File: src/rtl/mult_div_sequencer.sv
// Multicycle unsigned MULTU/DIVU sequencer driving a shared external 32-bit adder-subtractor.
// One shift-add (multiply) or restoring shift-subtract (divide) step per cycle, 32 steps.
module mult_div_sequencer (
    input  logic        clk,
    input  logic        reset,
    input  logic        start,
    input  logic        op,
    input  logic [31:0] rs_val,
    input  logic [31:0] rt_val,
    output logic        busy,
    output logic        done,
    output logic [31:0] hi,
    output logic [31:0] lo,
    output logic [31:0] add_a,
    output logic [31:0] add_b,
    output logic        add_sub,
    input  logic [31:0] add_result
);

    typedef enum logic [1:0] {
        IDLE = 2'd0,
        RUN  = 2'd1,
        DONE = 2'd2
    } state_t;

    state_t      state;
    state_t      state_next;
    logic [5:0]  count;
    logic [31:0] m;
    logic        op_q;

    logic [31:0] rp;
    logic        t;
    logic        carry;
    logic [31:0] hi_next;
    logic [31:0] lo_next;

    // Partial remainder for the divide step: {HI,LO} shifted left by one, bit 32 kept in t.
    always_comb begin
        rp = {hi[30:0], lo[31]};
        t  = hi[31];
    end

    always_comb begin
        add_a   = 32'd0;
        add_b   = 32'd0;
        add_sub = 1'b0;
        if (state == RUN) begin
            add_b = m;
            if (op_q) begin
                add_a   = rp;
                add_sub = 1'b1;
            end else begin
                add_a   = hi;
            end
        end
    end

    // The shared adder has no carry-out; recover it from the operand and result MSBs.
    always_comb begin
        if (add_sub)
            carry = (add_a[31] & ~add_b[31]) | (~(add_a[31] ^ add_b[31]) & ~add_result[31]);
        else
            carry = (add_a[31] & add_b[31]) | ((add_a[31] ^ add_b[31]) & ~add_result[31]);
    end

    always_comb begin
        hi_next = hi;
        lo_next = lo;
        if (op_q) begin
            if (t | carry) begin
                hi_next = add_result;
                lo_next = {lo[30:0], 1'b1};
            end else begin
                hi_next = rp;
                lo_next = {lo[30:0], 1'b0};
            end
        end else begin
            if (lo[0]) begin
                hi_next = {carry, add_result[31:1]};
                lo_next = {add_result[0], lo[31:1]};
            end else begin
                hi_next = {1'b0, hi[31:1]};
                lo_next = {hi[0], lo[31:1]};
            end
        end
    end

    always_comb begin
        state_next = state;
        busy       = 1'b0;
        done       = 1'b0;
        case (state)
            IDLE: begin
                if (start)
                    state_next = RUN;
            end
            RUN: begin
                busy = 1'b1;
                if (count == 6'd31)
                    state_next = DONE;
            end
            DONE: begin
                busy       = 1'b1;
                done       = 1'b1;
                state_next = IDLE;
            end
            default: state_next = IDLE;
        endcase
    end

    always_ff @(posedge clk or posedge reset) begin
        if (reset) begin
            state <= IDLE;
            count <= 6'd0;
            m     <= 32'd0;
            op_q  <= 1'b0;
            hi    <= 32'd0;
            lo    <= 32'd0;
        end else begin
            state <= state_next;
            case (state)
                IDLE: begin
                    if (start) begin
                        m     <= rt_val;
                        op_q  <= op;
                        count <= 6'd0;
                        hi    <= 32'd0;
                        lo    <= rs_val;
                    end
                end
                RUN: begin
                    hi    <= hi_next;
                    lo    <= lo_next;
                    count <= count + 6'd1;
                end
                default: ;
            endcase
        end
    end

endmodule
File: config.mk
export PLATFORM = sky130hd
export DESIGN_NAME = mult_div_sequencer
export DESIGN_NICKNAME = d
export VERILOG_FILES = /design/src/rtl/mult_div_sequencer.sv
export SDC_FILE = /design/constraint.sdc
export NUM_CORES = 1
export LEC_CHECK = 0
export ABC_AREA = 1
export BUFFER_PORTS_ARGS = -buffer_cell sky130_fd_sc_hd__buf_4
export CELL_PAD_IN_SITES_DETAIL_PLACEMENT = 1
export CELL_PAD_IN_SITES_GLOBAL_PLACEMENT = 1
export CORE_UTILIZATION = 37
export DETAILED_ROUTE_END_ITERATION = 7
export PLACE_DENSITY = 0.89
export SYNTH_ARGS = -nofsm -noshare
export SYNTH_HDL_FRONTEND = slang
export SYNTH_SLANG_ARGS = --single-unit
export TNS_END_PERCENT = 20
File: constraint.sdc
create_clock -name clk -period 4.6 [get_ports clk]
set_clock_uncertainty 0.05 [all_clocks]
set_input_delay 0.46 -clock clk [delete_from_list [all_inputs] [get_ports clk]]
set_output_delay 0.46 -clock clk [all_outputs]
set_load 0.05 [all_outputs]
==> reports/results.tsv <==
metric	value	unit
r2r_cells	15	
tns	0	ns
dr.pass1.iters	4	
fmax	281	MHz
layout_commonest_cell	nand2_1	
grt_max_degree	82	
wire_per_inst	16.3	um
crit_buf_inv	3	
holdWs	0.250	ns
cts_tree	done	
cts_sinks	105	
relSlewSlack	0.191	
die_area	0.0180	mm2
crit_start	op_q$_DFFE_PP0P_	
portBuffers	230	
crit_cells	15	
grt_overflow	0	
fp.dieW	134	um
status	finished clean	
path_class	flip-flop to flip-flop	
end_kind	flip-flop	
p_total	7.40	mW
rr_startpoint	op_q$_DFFE_PP0P_	
ir_worst_vdd	0.407	mV
htree_levels	3	
synth_area_leader_cell	dfrtp_1	
min_period_over_period	0.774	
hold_viol_final	0	
hpwl	15300	um
p_per_area	862	mW/mm2
rsz0062_at_grt	no	
hold_class	primary input to flip-flop	
yosysUniqueCellTypes	26	
ant_nets	0	
multi_input_area	0.00319	mm2
period_minus_slack	3.56	ns
ys_seq_area_frac	0.406	
worstMarginPinSlew	1.21	ns
most-common-layout-cells	354 x nand2_1, 242 x buf_4, 104 x dfrtp_1, 89 x nand3_1, 87 x inv_1	
antenna_found_initial	0	
stdcell_count	1387	
min_path_cells	3	
vias	7175	
gp_congestion	0.789	
die_h	134	um
synthesis.nets	1087	
pre_cts_ws	1.08	ns
rows	47	
dp_cells	1373	
critPathLaunchType	flip-flop	
regArea	0.00263	mm2
drc	0	
yosys_warnings	0	
fillers	2271	
numCtsBuffers	9	
crit_required	4.79	ns
max_stage_delay	0.69	ns
crit_arrival	3.75	ns
area_delta_synth_final	32.8	%
ctsHoldBuffers	0	
clk_pin_slew	0.07	ns
track_usage	0.253	
core-area	0.0168	mm2
finalMaxSlewViolations	0	
cp_top_family	simple AND/OR/NAND/NOR gates	
crit_slowest_cell	dfrtp_4	
clk_latency	0.35	ns
syn_inst	980	
ys_seq_elements	105	
post_cts_buffers	0	
critPathMaxFanout	56	
wl	22700	um
drtIter0Drc	384	
diodes	0	
min_from	rt_val[13]	
nNetsFinal	1271	
post_cts_resize_count	0	
vias_per_cell	5.17	
clock_tree.buffer_depth	2	
io_pins	231	
drive_gt1_frac	0.226	
fin_ws	1.04	ns
syn_avg_cell_area	6.60	um2
cpMostUsedCell	nand2_1	
grt_pass1_vias	7244	
synth_top_area_frac	0.406	
drv_cap	0	
synth_area_leaders	dfrtp_1 41%, nand2_1 21%, nand3_1 6.9%, o21ai_0 6.5%, a21oi_1 5.5%	
start_util	0.385	
grt_pass1_wl	36500	um
worstPathCellList	inv_2 > o21ai_0 > a21oi_1 > ha_1 > inv_1 > nand2_1 > nand3_1 > nand2_2 > nand2_1 > buf_4 > nand2_1 > o21ai_0 > nand2_1 > nand2_1 > nand2_1	
leakagePower	4.73	nW
setup_violations	0	
syn_area	0.00647	mm2
cts_root_buf	clkbuf_16	
## sequential cells by signal (all words and copies together) (netlist names)
signal and count:
lo 32, hi 32, m 32, state 2, count 6, op_q 1
## layout make-up
type                       instances  area share
sequential                       105       0.306
inverter                          93      0.0409
clock buffer                      10      0.0267
multi-input combinational        713       0.371
tap                              220      0.0320
clock inverter                     4      0.0111
timing repair buffer             242       0.212
## through the flow
step	util	instance area, um2
after global placement	0.491	8270
final	0.511	8590
after CTS	0.511	8590
after detailed placement	0.491	8270
after floorplan	-	6470
after global routing	0.511	8590
## synth_stat cells
cell and count:
a21oi_1 71, a22o_1 1, a22oi_1 6, buf_1 8
buf_2 27, buf_4 1, buf_6 2, clkbuf_1 30
clkbuf_2 1, clkinv_1 2, dfrtp_1 105, ha_1 7
inv_1 89, inv_2 2, nand2_1 354, nand2_2 1
nand3_1 89, nand4_1 1, nor2_1 69, nor3_1 5
nor3_2 1, o211ai_1 19, o21ai_0 84, o21ai_1 3
o21ai_4 1, o22ai_1 1
## kinds of logic (layout without fill, tap and decap cells)
logic type,Yosys count,in the layout,synth area share
flops,105,105,0.406
simple gates,520,520,0.322
compound gates,186,186,0.156
fa+ha+maj,7,7,0.0135
buf+inv,162,349,0.102
## routing by layer
metal  global-route usage  share of wire
met5                    0              0
met4               0.0830          0.017
met3               0.0408          0.054
met2                0.426           0.50
met1                0.331           0.43
## worst min-delay path: cells and delay by family
family,cells,cell delay (ns)
AND/OR/NAND/NOR,2,0.08
buffers and inverters,1,0.07
## final timing paths
| kind | endpoint | slack, ns |
|---|---|---|
| max in group asynchronous | state[1]$_DFFE_PP0P_ | 3.22 |
| min in group asynchronous | m[29]$_DFFE_PP0P_ | 0.27 |
| worst min-delay path | m[13]$_DFFE_PP0P_ | 0.25 |
| worst min register to register | m[17]$_DFFE_PP0P_ | 0.43 |
| worst max-delay path | hi[28]$_DFFE_PP0P_ | 1.04 |
| worst max register to register | hi[28]$_DFFE_PP0P_ | 1.04 |
## power breakdown
group          total (mW)  internal [mW]  switching, mW
Clock               0.876          0.526          0.350
Combinational        4.65           1.33           3.33
Sequential           1.87           1.36          0.513
Note: power is estimated with default switching activity, not from simulation.
